<file path="config.mk">
export PLATFORM = sky130hd
export DESIGN_NAME = alu_wide_sequencer
export DESIGN_NICKNAME = d
export VERILOG_FILES = /design/src/rtl/alu_seq_pkg.sv /design/src/rtl/alu_seq_opmap.sv /design/src/rtl/alu_wide_sequencer.sv
export SDC_FILE = /design/constraint.sdc
export NUM_CORES = 1
export LEC_CHECK = 0
export ABC_AREA = 1
export ABC_CLOCK_PERIOD_IN_PS = 6700
export BUFFER_PORTS_ARGS = -buffer_cell sky130_fd_sc_hd__buf_2
export CORE_UTILIZATION = 45
export CTS_BUF_LIST = sky130_fd_sc_hd__clkbuf_16
export CTS_CLUSTER_DIAMETER = 50
export CTS_CLUSTER_SIZE = 10
export DETAILED_ROUTE_END_ITERATION = 7
export GPL_TIMING_DRIVEN = 0
export PLACE_DENSITY = 0.79
export SETUP_SLACK_MARGIN = 0.5
export SYNTH_ARGS = -nofsm -noshare
export SYNTH_HDL_FRONTEND = slang
export SYNTH_SLANG_ARGS = --single-unit
</file>
<file path="constraint.sdc">
create_clock -name clk -period 6.7 [get_ports clk]
set_input_delay 1.34 -clock clk [delete_from_list [all_inputs] [get_ports clk]]
set_output_delay 1.34 -clock clk [all_outputs]
set_load 0.01 [all_outputs]
</file>
<file path="src/rtl/alu_seq_pkg.sv">
// alu_seq_pkg: shared ALU command codes, sequencer opcodes, states and flag positions
package alu_seq_pkg;
    localparam int REGISTER_LEN = 32;
    localparam int CMD_W = 4;
    localparam logic [CMD_W-1:0] AND_EXE = 4'd0;
    localparam logic [CMD_W-1:0] EOR_EXE = 4'd1;
    localparam logic [CMD_W-1:0] ADC_EXE = 4'd5;
    localparam logic [CMD_W-1:0] ORR_EXE = 4'd12;
    localparam logic [CMD_W-1:0] MOV_EXE = 4'd13;
    localparam logic [CMD_W-1:0] MVN_EXE = 4'd15;
    localparam int FLAG_Z = 3;
    localparam int FLAG_C = 2;
    localparam int FLAG_N = 1;
    localparam int FLAG_V = 0;
    typedef enum logic [2:0] {
        SEQ_OP_ADD = 3'd0,
        SEQ_OP_SUB = 3'd1,
        SEQ_OP_AND = 3'd2,
        SEQ_OP_ORR = 3'd3,
        SEQ_OP_EOR = 3'd4,
        SEQ_OP_MOV = 3'd5,
        SEQ_OP_MVN = 3'd6,
        SEQ_OP_ILL = 3'd7
    } seq_op_e;
    typedef enum logic [1:0] {ST_IDLE, ST_LO, ST_HI, ST_DONE} seq_state_e;
    function automatic logic op_legal(input logic [2:0] op);
        return op != SEQ_OP_ILL;
    endfunction
endpackage

</file>
<file path="src/rtl/alu_seq_opmap.sv">
// alu_seq_opmap: maps (op, pass) to ALU command, operand-B inversion and carry-in source
// Ports: op (sequencer opcode), pass (0 = low word, 1 = high word) ->
//   command, inv_b (invert B for subtract), cin_init (constant carry-in),
//   chain (carry-in comes from the low-pass carry)
module alu_seq_opmap
    import alu_seq_pkg::*;
(
    input  logic [2:0]       op,
    input  logic             pass,
    output logic [CMD_W-1:0] command,
    output logic             inv_b,
    output logic             cin_init,
    output logic             chain
);
    logic arith;
    always_comb begin
        arith    = op == SEQ_OP_ADD || op == SEQ_OP_SUB;
        command  = arith ? ADC_EXE :
                   op == SEQ_OP_AND ? AND_EXE :
                   op == SEQ_OP_ORR ? ORR_EXE :
                   op == SEQ_OP_EOR ? EOR_EXE :
                   op == SEQ_OP_MVN ? MVN_EXE : MOV_EXE;
        inv_b    = op == SEQ_OP_SUB;
        cin_init = op == SEQ_OP_SUB && !pass;
        chain    = arith && pass;
    end
endmodule

</file>
<file path="src/rtl/alu_wide_sequencer.sv">
// alu_wide_sequencer: runs 64-bit ops on the shared 32-bit ALU as a low pass then a high pass
// Ports: clk, rst (async active-high); req_* valid/ready request (op, wide, a, b);
//   resp_* valid/ready response (result, flags {Z,C,N,V}, err for illegal op);
//   alu_in1/alu_in2/alu_command/alu_cin drive the ALU, alu_out/alu_status come back.
// Optional: define ALU_SEQ_BYPASS_EN to run req_wide=0 requests as a single 32-bit pass.
module alu_wide_sequencer
    import alu_seq_pkg::*;
#(
    parameter int REG_LEN = REGISTER_LEN,
    parameter int CMD_LEN = CMD_W
) (
    input  logic                 clk,
    input  logic                 rst,
    input  logic                 req_valid,
    output logic                 req_ready,
    input  logic [2:0]           req_op,
    input  logic                 req_wide,
    input  logic [2*REG_LEN-1:0] req_a,
    input  logic [2*REG_LEN-1:0] req_b,
    output logic                 resp_valid,
    input  logic                 resp_ready,
    output logic [2*REG_LEN-1:0] resp_result,
    output logic [3:0]           resp_flags,
    output logic                 resp_err,
    output logic [REG_LEN-1:0]   alu_in1,
    output logic [REG_LEN-1:0]   alu_in2,
    output logic [CMD_LEN-1:0]   alu_command,
    output logic                 alu_cin,
    input  logic [REG_LEN-1:0]   alu_out,
    input  logic [3:0]           alu_status
);
    seq_state_e             state, state_nxt;
    logic [2:0]             op_q;
    logic [2*REG_LEN-1:0]   a_q, b_q, res_q;
    logic [3:0]             flags_q;
    logic                   err_q, c_lo, z_lo, narrow_q, narrow_req;
    logic                   pass, busy, accept;
    logic [CMD_W-1:0]       cmd;
    logic                   inv_b, cin_init, chain;
    logic [REG_LEN-1:0]     a_half, b_half;

`ifdef ALU_SEQ_BYPASS_EN
    assign narrow_req = !req_wide;
`else
    logic unused_wide;
    assign narrow_req  = 1'b0;
    assign unused_wide = req_wide;
`endif

    alu_seq_opmap u_opmap (
        .op       (op_q),
        .pass     (pass),
        .command  (cmd),
        .inv_b    (inv_b),
        .cin_init (cin_init),
        .chain    (chain)
    );

    always_comb begin
        pass        = state == ST_HI;
        busy        = state == ST_LO || state == ST_HI;
        accept      = state == ST_IDLE && req_valid;
        state_nxt   = state == ST_IDLE ? (req_valid ? (op_legal(req_op) ? ST_LO : ST_DONE) : ST_IDLE) :
                      state == ST_LO   ? (narrow_q ? ST_DONE : ST_HI) :
                      state == ST_HI   ? ST_DONE :
                      resp_ready       ? ST_IDLE : ST_DONE;
        a_half      = pass ? a_q[2*REG_LEN-1:REG_LEN] : a_q[REG_LEN-1:0];
        b_half      = (pass ? b_q[2*REG_LEN-1:REG_LEN] : b_q[REG_LEN-1:0]) ^ {REG_LEN{inv_b}};
        alu_in1     = busy ? a_half : '0;
        alu_in2     = busy ? b_half : '0;
        alu_command = busy ? CMD_LEN'(cmd) : CMD_LEN'(MOV_EXE);
        alu_cin     = busy && (cin_init || (chain && c_lo));
        req_ready   = state == ST_IDLE;
        resp_valid  = state == ST_DONE;
        resp_result = res_q;
        resp_flags  = flags_q;
        resp_err    = err_q;
    end

    always_ff @(posedge clk or posedge rst) begin
        if (rst) begin
            state    <= ST_IDLE;
            op_q     <= '0;
            a_q      <= '0;
            b_q      <= '0;
            narrow_q <= 1'b0;
            res_q    <= '0;
            flags_q  <= '0;
            err_q    <= 1'b0;
            c_lo     <= 1'b0;
            z_lo     <= 1'b0;
        end else begin
            state <= state_nxt;
            // Clearing on accept gives the illegal-op response its zero result/flags.
            if (accept) begin
                op_q     <= req_op;
                a_q      <= req_a;
                b_q      <= req_b;
                narrow_q <= narrow_req;
                err_q    <= !op_legal(req_op);
                res_q    <= '0;
                flags_q  <= '0;
            end
            if (state == ST_LO) begin
                res_q[REG_LEN-1:0] <= alu_out;
                c_lo               <= alu_status[FLAG_C];
                z_lo               <= alu_status[FLAG_Z];
                if (narrow_q)
                    flags_q <= alu_status;
            end
            if (state == ST_HI) begin
                res_q[2*REG_LEN-1:REG_LEN] <= alu_out;
                flags_q <= {z_lo & alu_status[FLAG_Z], alu_status[FLAG_C],
                            alu_status[FLAG_N], alu_status[FLAG_V]};
            end
        end
    end
endmodule

</file>
**Word level (Yosys, flattened, before mapping)**

Cells that the tools add are included.

- Equal/unequal tests: 9
- Bitwise logic cells: 2
- Reductions and logical operators: 14
- Mux-type cells: 21

Operators with widths:

| cell | count |
|---|---|
| two-way mux 32 bit | 6 |
| two-way mux 64 bit | 1 |
| bitwise XOR 32 bit | 1 |
| two-way mux 4 bit | 7 |
| two-way mux 2 bit | 7 |
| equality test 3 x 2 -> 1 bit, second input constant | 2 |
| equality test 3 bit, second input constant | 2 |
| logical AND 1 bit | 5 |
| equality test 2 bit, second input constant | 2 |
| nonzero test 2 bit | 2 |
| equality test 3 x 1 -> 1 bit, second input constant | 1 |
| logical NOT 3 bit | 1 |
| logical OR 1 bit | 3 |
| inequality test 3 bit, second input constant | 1 |
| equality test 2 x 1 -> 1 bit, second input constant | 1 |
| logical NOT 1 bit | 2 |
| logical NOT 2 bit | 1 |
| bitwise AND 1 bit | 1 |

- Register bits: 204
- Logic and storage cells: 56
- Input bits: 172

**Longest topological paths before layout**

Gate-level depths: netlist (run 1).

- Word-level depth: 7
- Depth in mapped cells: 10

**By module**

Synthesis (run 1) repeated with hierarchy kept, for this count alone.

- Cell total of the unflattened synthesis: 1228
- Area, all modules: 9459.1 µm²

Modules (own cells, without submodules):

| module | sequential area each (µm²) | cells each | times used | area each (µm²) |
|---|---|---|---|---|
| alu_wide_sequencer | 5104.9 | 1209 | 1 | 9374.0 |
| alu_seq_opmap | 0.0 | 19 | 1 | 85.1 |

**Least setup slack after synthesis (run 1)**

OpenSTA, ideal clock, no wires.

- Path type: register to output
- Start point: register state[0]
- End point: output alu_in1[10]
- Cell stages (with the launch flop): 9
- Setup slack: 4039 ps
- Buffers on the path: 3
- Arrival: 1321 ps
- Data required time: 5360 ps
- Cell sequence: dfrtp_1 inv_1 ha_1 buf_6 inv_2 buf_4 buf_4 nor2_1 nor2_1

- Cells in the longest elaborated chain, start to end: 3

Ends and longest elaborated chain:

| what | RTL line | source |
|---|---|---|
| from (decl) | alu_wide_sequencer.sv:32 | `seq_state_e state, state_nxt;` |
| from (signal assigned) | alu_wide_sequencer.sv:93 | `state <= state_nxt;` |
| equality test 2 bit or equality test 2 x 1 -> 1 bit (tied branches) | alu_wide_sequencer.sv:60, alu_wide_sequencer.sv:61 |  |
| two-way mux 32 bit or logical OR 1 bit (tied branches) | alu_wide_sequencer.sv:67, alu_wide_sequencer.sv:61 |  |
| two-way mux 32 bit (*) | alu_wide_sequencer.sv:69 | `alu_in1 = busy ? a_half : '0;` |
| to (decl) | alu_wide_sequencer.sv:25 | `output logic [REG_LEN-1:0] alu_in1,` |

Mark *: on every way between the ends. The rest lies on a longest branch, timed or not.

**Worst setup path in the final report (run 1)**

- Start point: register state[0]
- End point: output alu_in1[29]

Same word-level chain as after synthesis.

==> reports/summary.txt, run 1 <==
Run status: finished, final reports clean
Met2 Track Usage GR: 0.4639
Crit. Startpoint: state[0]$_DFF_PP0_
Asr flop ratio synth: 1.000
Critical Path RT: 5.36 ns
Worst R2R Setup Slack: 4.93 ns
LEAKAGE: 6.903 nW
Final min period: 3.843 ns
Global route hottest layer: met2
Hold EP: a_q[30]$_DFFE_PP0P_
Worst Hold Class: flip-flop to flip-flop
Post_cts resized: 0
Syn. warnings: 0
Overflow after GRT: 0
Placement Cell Area: 11340 um^2
GPL Wtd Cong: 0.9016
Reg-to-Reg End: b_q[17]$_DFFE_PP0P_
# rows: 52
Synth area leader: dfrtp_1
Most used DFF post-synth: dfrtp_1
Final Max Tran Viols: 0
Crit path buf inv count: 3
Cell Area, Synth: 9344 um^2
Final WS setup: 2.857 ns
Total wire length: 29.62 mm
Max-cap violations: 0
Yosys reg bits: 204
Die Ht: 146.1 um
H-tree depth: 1
DRT iter0 DRCs: 568
WP data arrival: 2.50 ns
RSZ-0062 raised after global routing: false
CTS root buf: clkbuf_16
Vias: 9249
Clk buf depth: 3
Initial antenna violation count: 5
CP max stage delay: 0.51 ns
Critical Path Slowest Stage Cell: clkbuf_1
Post-layout net count: 1727
Layout cells sized above 1: 0.2609
Top post-synthesis cells by area: dfrtp_1, nand2_1, o21ai_0
Post-route DRC: 0
Hold Violations, Final: 0
Mean routed wirelength per cell: 16.16 um
Met1 usage in global routing: 0.3807
Final Cycle Share: 0.5736
Initial Util: 0.4603
CP delay by family, top: buffers and inverters
Fmax: 260.2 MHz
Hold_buf cts: 0
Number of global-route vias before repair: 9106
First-pass GRT wire length: 47.77 mm
Area growth from synthesis to layout: 30.05%
Clk pin slew, worst setup/hold paths: 0.05 ns
Setup_tns: 0 ns
Worst-Skew Late Latency: 0.52 ns
Most common cell in the netlist: nand2_1
Pre-CTS WS: 3.317 ns
Synth top area share: 0.5463
Die Area: 21350 um^2
Finished Cell Area: 12150 um^2
Clk_skew: 0.007854 ns
Slew HR: 0.5960
Sinks on the clock net: 204
Final setup fails: 0
# Post-CTS Setup Buffers: 0
R2R Path Start: state[0]$_DFF_PP0_
Die W: 146.1 um
Post-synthesis sequential area ratio: 0.5463
Crit Path Category: flip-flop to primary output
HP Start: a_q[30]$_DFFE_PP0P_
Total GRT Usage: 0.2812
Fillers: 1872
Met3 usage: 0.04719
Number of buffers created by CTS: 27
Core area: 20300 um^2
Antenna Violating Nets Remaining: 0
EDFF count, synth: 0
CTS tree: built
PortBufs: 310
Placed wire-length estimate: 21.42 mm
Worst reg2reg path depth: 6
PD cells: 558.4 nW/um^2
Syn_nets: 1383
CP startpoint kind: flip-flop
Mapped Avg Cell Area: 7.741 um^2
VDD IR max: 0.2937 mV
Synth cell count leaders: nand2_1, dfrtp_1, o21ai_0
Distinct cells, synth: 18
CP Cell Sequence: inv_1, ha_1, clkbuf_1, o21ai_0, nor2_1, buf_2
CP Capture Type: primary output
Worst-margin pin slew: 0.6060 ns
Largest net degree at the start of global routing: 43
Syn Inst Count: 1207
DRT Pass-1 Iters: 5
IO Pins: 312
Vias per cell: 5.046
Crit-path max FO: 10
Worst Hold Path Cells: 2
-- metal layers --
layer	vias to the layer above	wire length (um)	share of wire
met3	63	2140	0.072
met5	-	13	0.00044
met1	4378	12460	0.42
met4	2	752	0.025
met2	406	14260	0.48
li1	4400	-	-
-- how the worst max path moves through the flow --
| stage | cells past startpoint | slack [ns] | to |
|---|---|---|---|
| floorplan | 1 | 2.72 | a_q[0]$_DFFE_PP0P_ |
| global placement | 2 | 1.47 | a_q[13]$_DFFE_PP0P_ |
| detailed placement | 6 | 3.32 | alu_in1[29] |
| CTS | 6 | 2.77 | alu_in1[29] |
| global route | 6 | 2.69 | alu_in1[29] |
| finish | 6 | 2.86 | alu_in1[29] |
-- cell usage in the layout (no fill, tap or decap) --
master      netlist  final
nand3_1          72     72
clkinvlp_4        0      2
nand2_1         441    441
buf_1             4      4
inv_4             1      1
nand2_2           1      1
clkinv_2          0      2
inv_6             0      1
clkbuf_16         0     27
clkbuf_1         20     20
diode_2           0      3
inv_2             1      1
clkinv_1          0      2
buf_4            17     17
nand4_1           1      1
o21ai_1           7      7
inv_1           106    107
buf_2            33    343
dfrtp_1         204    204
ha_1              4      4
o21ai_0         159    159
nor2_1          132    132
buf_6             3      3
bufinv_16         0      3
nand3_2           1      1
buf_12            0      5
-- final cells by class --
cell class | count | area, um^2 | share of cell area
buffer | 77 | 416.7 | 0.03429
inverter | 108 | 411.6 | 0.03388
timing repair buffer | 315 | 1652 | 0.1359
sequential | 204 | 5105 | 0.4201
multi-input combinational | 818 | 3415 | 0.2810
clock buffer | 27 | 675.6 | 0.05560
tap | 270 | 337.8 | 0.02780
clock inverter | 11 | 131.4 | 0.01081
antenna | 3 | 7.507 | 0.0006178
-- state kept, by name, summed over array words and instances, names as in the netlist --
signal and count:
resp_result 64, z_lo 1, op_q 3, b_q 64
resp_err 1, a_q 64, resp_flags 4, c_lo 1
state 2
-- report_power, final --
part           internal (mW)  leakage, nW  switching, mW
logic                   1.18         3.95           2.19
clock network          0.831        0.401          0.521
registers               1.81         2.55          0.255
total                   3.82         6.90           2.96
-- worst register-to-register path, delay by kind of cell, from the launching register on --
kind,cells,cell delay [ns]
flops,1,0.40
fa+ha+maj,1,0.21
compound gates,1,0.16
buf+inv,3,0.67
simple gates,1,0.20
-- kinds of logic after synthesis --
logic type / after synthesis / synth area share
AND/OR/NAND/NOR: 648 / 0.2712
flip-flops: 204 / 0.5463
buffers and inverters: 185 / 0.08824
AO/OA/AOI/OAI: 166 / 0.08891
adder cells (fa/ha/maj): 4 / 0.005356
-- per-stage QoR --
| stage | utilization | cells | hold WS [ns] | power, mW |
|---|---|---|---|---|
| floorplan | - | 1207 | 0.4425 | 4.113 |
| global placement | 0.5536 | 1787 | 0.4549 | 5.318 |
| finish | 0.5986 | 1833 | 0.4709 | 6.785 |
| detailed placement | 0.5585 | 1792 | 0.4602 | 5.413 |
| CTS | 0.5983 | 1830 | 0.4746 | 6.801 |
| global route | 0.5986 | 1833 | 0.4941 | 7.328 |
Note: power is estimated with default switching activity, not from simulation.
==> inputs of run 2 (changes only) <==
Settings changed: ABC_AREA 1 to 0, ABC_CLOCK_PERIOD_IN_PS 6700 to 3580, PLACE_DENSITY 0.79 to 0.76.
Clock period 6.7 ns to 3.58 ns, I/O delays scaled along.
==> reports/summary.txt, run 2 <==
Pre-CTS WS: 0.3248 ns (-2.992 ns)
Critical Path RT: 2.86 ns (-2.50 ns)
CP Cell Sequence: inv_1, ha_2, clkbuf_8, buf_2, and2_1, buf_2
Syn_nets: 960 (-31%)
Worst-margin pin slew: 0.8289 ns (+0.2230 ns)
Synth top area share: 0.5275 (-0.01879)
Most used DFF post-synth: dfrtp_1
Clk pin slew, worst setup/hold paths: 0.05 ns (about the same)
Sinks on the clock net: 204 (unchanged)
CP max stage delay: 0.42 ns (-0.09 ns)
WP data arrival: 2.23 ns (-0.27 ns)
Yosys reg bits: 204 (unchanged)
RSZ-0062 raised after global routing: true
Worst R2R Setup Slack: 1.70 ns (-3.23 ns)
R2R Path Start: state[1]$_DFF_PP0_
Mean routed wirelength per cell: 18.42 um (+14%)
Footprint of the multi-input gates: 4185 um^2 (+23%)
Finished Cell Area: 12590 um^2 (+3.6%)
CP delay by family, top: buffers and inverters
Area growth from synthesis to layout: 30.11% (about the same)
Die W: 148.6 um (+1.7%)
First-pass GRT wire length: 41.06 mm (-14%)
Mapped Avg Cell Area: 12.34 um^2 (+59%)
Initial Util: 0.4603 (about the same)
Clock power share: 0.187 (-0.012)
Die Area: 22090 um^2 (+3.5%)
Register area: 5105 um^2 (unchanged)
Most frequent CP cell: buf_2
Clk buf depth: 3 (unchanged)
CTS root buf: clkbuf_16
Post-synthesis sequential area ratio: 0.5275 (-0.01879)
Slew HR: 0.4462 (-0.1498)
Stages on worst setup path: 6 (unchanged)
Worst-Skew Late Latency: 0.53 ns (about the same)
Cell Area, Synth: 9677 um^2 (+3.6%)
CTS tree: built
Run status: finished, final reports clean
Comb power frac: 0.506 (+0.009)
Largest net degree at the start of global routing: 43 (unchanged)
H-tree depth: 1 (unchanged)
Worst reg2reg path depth: 8 (+2)
Placement Cell Area: 11680 um^2 (+3.0%)
DRT Pass-1 Iters: 5 (unchanged)
Max-cap violations: 0 (unchanged)
Antenna Violating Nets Remaining: 0 (unchanged)
IO Pins: 312 (unchanged)
Internal power: 8.400 mW (+120%)
Syn. warnings: 0 (unchanged)
Switching part of the total: 0.3723 (-0.06459)
Vias per cell: 5.078 (+0.63%)
Total wire length: 26.05 mm (-12%)
Vias: 7180 (-22%)
Clk_skew: 0.01592 ns (+0.008070 ns)
Asr flop ratio synth: 1.000 (unchanged)
Final Cycle Share: 0.8234
LEAKAGE: 6.170 nW (-11%)
Placed wire-length estimate: 18.90 mm (-12%)
Post-route DRC: 0 (unchanged)
Crit path buf inv count: 4 (+1)
Reg-to-Reg End: state[1]$_DFF_PP0_
Final WS setup: 0.6323 ns (-2.225 ns)
Post-layout net count: 1305 (-24%)
GPL Wtd Cong: 0.8837 (-2.0%)
Number of buffers created by CTS: 28 (+3.7%)
# Post-CTS Setup Buffers: 0 (unchanged)
Worst Hold Class: primary input to asynchronous set/reset pin
VDD IR max: 0.5846 mV (+99%)
Core area: 21020 um^2 (+3.6%)
Layout cells sized above 1: 0.4657 (+0.2048)
Fillers: 1752 (-6.4%)
Die Ht: 148.6 um (+1.7%)
Final setup fails: 0 (unchanged)
Overflow after GRT: 0 (unchanged)
Hold Violations, Final: 0 (unchanged)
CP endpoint: alu_in2[4]
Initial antenna violation count: 3 (-2)
DRT iter0 DRCs: 330 (-42%)
Sequential power share: 0.307 (+0.003)
PortBufs: 310 (unchanged)
Distinct cells, synth: 28 (+10)
Critical Path Slowest Stage Cell: ha_2
Crit-path max FO: 10 (unchanged)
Final Max Tran Viols: 0 (unchanged)
Crit. Startpoint: state[1]$_DFF_PP0_
Total GRT Usage: 0.2381 (-0.04316)
Psw: 4.982 mW (+68%)
Most common library cell in the layout ignoring fill and taps: buf_2
Crit Path Category: flip-flop to primary output
Most common cell in the netlist: dfrtp_1
Synth cell count leaders: dfrtp_1, nand2_1, mux2_4
Number of global-route vias before repair: 7616 (-16%)
Syn Inst Count: 784 (-35%)
Final min period: 2.948 ns
Commonest non-fill, non-tap cells in the layout: buf_2, dfrtp_1, nand2_1
CP startpoint kind: flip-flop
EDFF count, synth: 0 (unchanged)
PD cells: 1063 nW/um^2 (+90%)
Top post-synthesis cells by area: dfrtp_1, mux2_4, mux2i_1
Synth area leader: dfrtp_1
Fmax: 339.2 MHz
CP Capture Type: primary output
# rows: 53 (+1.9%)
run 2: cell count changes after synthesis, sizes merged, moves of 72 or more:
cell | previous run | this run
o21ai | 166 | 70
nand2 | 442 | 139
inv | 108 | 3
mux2 | 0 | 133
nand3 | 73 | 1
nor2 | 132 | 1
run 2: metrics by stage:
step | hold WS [ns] | utilization | power, mW | instances | setup TNS, ns
global placement | 0.4615 | 0.5507 | 10.57 | 1369 | -215.72
global route | 0.3809 | 0.5990 | 14.26 | 1414 | 0
detailed placement | 0.4867 | 0.5554 | 10.76 | 1374 | 0
CTS | 0.3414 | 0.5951 | 13.37 | 1413 | 0
finish | 0.3497 | 0.5990 | 13.38 | 1414 | 0
floorplan | 0.4764 | - | 8.463 | 784 | 0
run 2: routing by layer:
| layer | routed length, um | GRT usage | part of all wire |
|---|---|---|---|
| met4 | 595 | 0.07320 | 0.023 |
| met1 | 10520 | 0.2966 | 0.40 |
| met5 | 10 | 0 | 0.00038 |
| met3 | 2066 | 0.06043 | 0.079 |
| met2 | 12850 | 0.4044 | 0.49 |
run 2: power by group through the flow:
stage                     logic, mW  registers (mW)  clock network, mW
after CTS                      6.73            4.09               2.55
after floorplan                4.36            4.10                  0
final                          6.77            4.11               2.50
after detailed placement       6.64            4.11                  0
after global placement         6.51            4.07                  0
after global routing           7.38            4.24               2.65
run 2: cell families (layout without fill, tap and decap cells):
family                   after synthesis  after routing  share of synthesized area
AND/OR/NAND/NOR                      214            214                     0.1031
flip-flops                           204            204                     0.5275
multiplexers                         198            198                     0.2527
AO/OA/AOI/OAI                         72             72                    0.03750
buffers and inverters                 59            413                    0.04422
XOR/XNOR                              33             33                    0.02987
adder cells (fa/ha/maj)                4              4                   0.005172
other                                  0              1                          0
run 2: repair_timing:
item	4_1_cts	5_1_grt
setup endpoints to repair	39	36
pin swaps	0	1
gates resized for setup	7	21
hold buffers	0	0
run 2: worst min-delay path by stage:
| stage | to | slack, ns | depth (start not counted) |
|---|---|---|---|
| finish | resp_result[20]$_DFFE_PP0P_ | 0.35 | 2 |
| global route | resp_result[51]$_DFFE_PP0P_ | 0.38 | 2 |
| CTS | resp_result[20]$_DFFE_PP0P_ | 0.34 | 2 |
| detailed placement | resp_err$_DFFE_PP0P_ | 0.49 | 2 |
| global placement | resp_err$_DFFE_PP0P_ | 0.46 | 2 |
| floorplan | resp_flags[3]$_DFFE_PP0P_ | 0.48 | 2 |
run 2: area by class of cell:
type | instances | area share
Antenna cell | 1 | 0.0001987
Buffer | 56 | 0.03756
Clock buffer | 29 | 0.05764
Clock inverter | 10 | 0.007056
Inverter | 3 | 0.001192
Multi-Input combinational cell | 521 | 0.3324
Sequential cell | 204 | 0.4054
Tap cell | 275 | 0.02733
Timing Repair Buffer | 315 | 0.1312
==> inputs of run 3 (changes only) <==
Settings changed: ABC_CLOCK_PERIOD_IN_PS 3580 to 2850.
Clock period 3.58 ns to 2.85 ns, I/O delays scaled along.
==> reports/summary.txt, run 3 (synthesis results as in run 2) <==
Commonest non-fill, non-tap cells in the layout: buf_2, dfrtp_1, nand2_1
Hold Violations, Final: 0 (unchanged)
Clk buf depth: 3 (unchanged)
Core area: 21020 um^2 (unchanged)
CP Capture Type: primary output
Run status: finished, final reports clean
Critical Path RT: 2.28 ns (-0.58 ns)
LEAKAGE: 6.407 nW (+3.8%)
Critical Path Slowest Stage Cell: dfrtp_1
Largest net degree at the start of global routing: 43 (unchanged)
H-tree depth: 1 (unchanged)
Mean routed wirelength per cell: 18.94 um (+2.8%)
PD cells: 1389 nW/um^2 (+31%)
Die W: 148.6 um (unchanged)
Clk pin slew, worst setup/hold paths: 0.05 ns (about the same)
Final hold slack: 0.2006 ns (-0.1491 ns)
CTS tree: built
Area growth from synthesis to layout: 37.39%
VDD IR max: 0.7605 mV (+30%)
Final min period: 2.731 ns
GPL Wtd Cong: 0.8837 (unchanged)
CTS root buf: clkbuf_16
CP startpoint kind: flip-flop
Total wire length: 27.20 mm (+4.4%)
Fmax: 366.1 MHz
CP Cell Sequence: inv_2, ha_4, buf_12, clkbuf_16, mux2i_4, xnor2_1, and2_1, buf_2
Die Ht: 148.6 um (unchanged)
First-pass GRT wire length: 42.26 mm (+2.9%)
RSZ-0062 raised after global routing: true
Final setup fails: 0 (unchanged)
Final Cycle Share: 0.9584
IO Pins: 312 (unchanged)
DRT iter0 DRCs: 274 (-17%)
Total GRT Usage: 0.2460 (+0.007950)
Worst-margin pin slew: 0.8170 ns (-0.01194 ns)
Crit-path max FO: 7 (-3)
Overflow after GRT: 0 (unchanged)
Initial antenna violation count: 5 (+2)
Post-layout net count: 1325 (+1.5%)
# rows: 53 (unchanged)
Number of buffers created by CTS: 28 (unchanged)
Number of global-route vias before repair: 7699 (+1.1%)
Die Area: 22090 um^2 (unchanged)
CP max stage delay: 0.39 ns (-0.03 ns)
Max-cap violations: 0 (unchanged)
Placed wire-length estimate: 18.90 mm (unchanged)
Vias per cell: 5.094 (+0.32%)
Final Max Tran Viols: 0 (unchanged)
DRT Pass-1 Iters: 4 (-1)
Worst Hold Class: primary input to asynchronous set/reset pin
Slew HR: 0.4542 (+0.007974)
Pre-CTS WS: -0.2592 ns (-0.5840 ns)
Final WS setup: 0.1186 ns (-0.5137 ns)
Clk_skew: 0.01787 ns (+0.001949 ns)
Crit Path Category: flip-flop to primary output
WP data arrival: 2.16 ns (-0.07 ns)
Initial Util: 0.4603 (unchanged)
Vias: 7315 (+1.9%)
Layout cells sized above 1: 0.5060 (+0.04032)
Sinks on the clock net: 204 (unchanged)
Most common library cell in the layout ignoring fill and taps: buf_2
Post-route DRC: 0 (unchanged)
Worst-Skew Late Latency: 0.52 ns (about the same)
Fillers: 1655 (-5.5%)
PortBufs: 310 (unchanged)
Antenna Violating Nets Remaining: 0 (unchanged)
==> run 3: cell count changes in the layout (fill, tap and decap cells not counted), sizes merged <==
cell    before  now
bufbuf       0    2
clkbuf      49   50
buf        351  368
diode        1    3
==> run 3: final cells by class <==
cell class / instances / area [um^2] / area share
Antenna cell: 3 / 7.507 / 0.0005647
Buffer: 56 / 578.1 / 0.04348
Clock buffer: 29 / 725.7 / 0.05458
Clock inverter: 10 / 88.84 / 0.006682
Inverter: 3 / 15.01 / 0.001129
Multi-Input combinational cell: 521 / 4438 / 0.3338
Sequential cell: 204 / 5106 / 0.3841
Tap cell: 275 / 344.1 / 0.02588
Timing Repair Buffer: 335 / 1992 / 0.1498
==> run 3: critical path: cells and delay by family, from the launching register on <==
| family | cells | cell delay, ns |
|---|---|---|
| XOR/XNOR | 1 | 0.14 |
| adder cells (fa/ha/maj) | 1 | 0.15 |
| buffers and inverters | 4 | 0.57 |
| flip-flops | 1 | 0.39 |
| multiplexers | 1 | 0.22 |
| AND/OR/NAND/NOR | 1 | 0.15 |
==> run 3: where the power goes <==
part           switching (mW)  internal [mW]  leakage (nW)
clock network            1.26           1.90         0.402
logic                    4.53           5.48          3.53
registers               0.963           4.33          2.47
==> run 3: worst paths after layout <==
kind                                     startpoint                           to  slack, ns  cells past startpoint
worst max register to register   state[0]$_DFF_PP0_           state[1]$_DFF_PP0_       1.00                      9
worst max-delay path             state[0]$_DFF_PP0_                  alu_in2[15]       0.12                      8
worst min-delay path                            rst  resp_result[51]$_DFFE_PP0P_       0.20                      2
worst min register to register  a_q[50]$_DFFE_PP0P_          a_q[50]$_DFFE_PP0P_       0.51                      1
max in group asynchronous                       rst          a_q[18]$_DFFE_PP0P_       1.47                      5
min in group clk                      alu_status[0]    resp_flags[0]$_DFFE_PP0P_       0.26                      3
==> run 3: per-stage QoR <==
stage | cell area, um^2 | total power, mW | util | std cells | TNS (ns)
floorplan | 9681 | 10.63 | - | 784 | -74.31
global placement | 11580 | 13.28 | 0.5507 | 1369 | -336.96
detailed placement | 11680 | 13.51 | 0.5554 | 1374 | -2.479
CTS | 13050 | 18.01 | 0.6210 | 1432 | 0
global route | 13300 | 19.57 | 0.6325 | 1436 | 0
finish | 13300 | 18.46 | 0.6325 | 1436 | 0
==> run 3: timing repair <==
| item | CTS | global route |
|---|---|---|
| pin swaps | 16 | 19 |
| cloned | 5 | 1 |
| buffers inserted | 14 | 0 |
| gates resized for setup | 80 | 43 |
| hold buffers | 0 | 0 |
| setup endpoints to repair | 69 | 69 |
==> run 3: per-layer routing <==
metal / part of all wire / GRT usage / up-vias
met4: 0.023 / 0.07371 / 2
li1: - / - / 3353
met2: 0.50 / 0.4196 / 301
met1: 0.40 / 0.3078 / 3609
met5: 0.00037 / 0 / -
met3: 0.079 / 0.05951 / 50
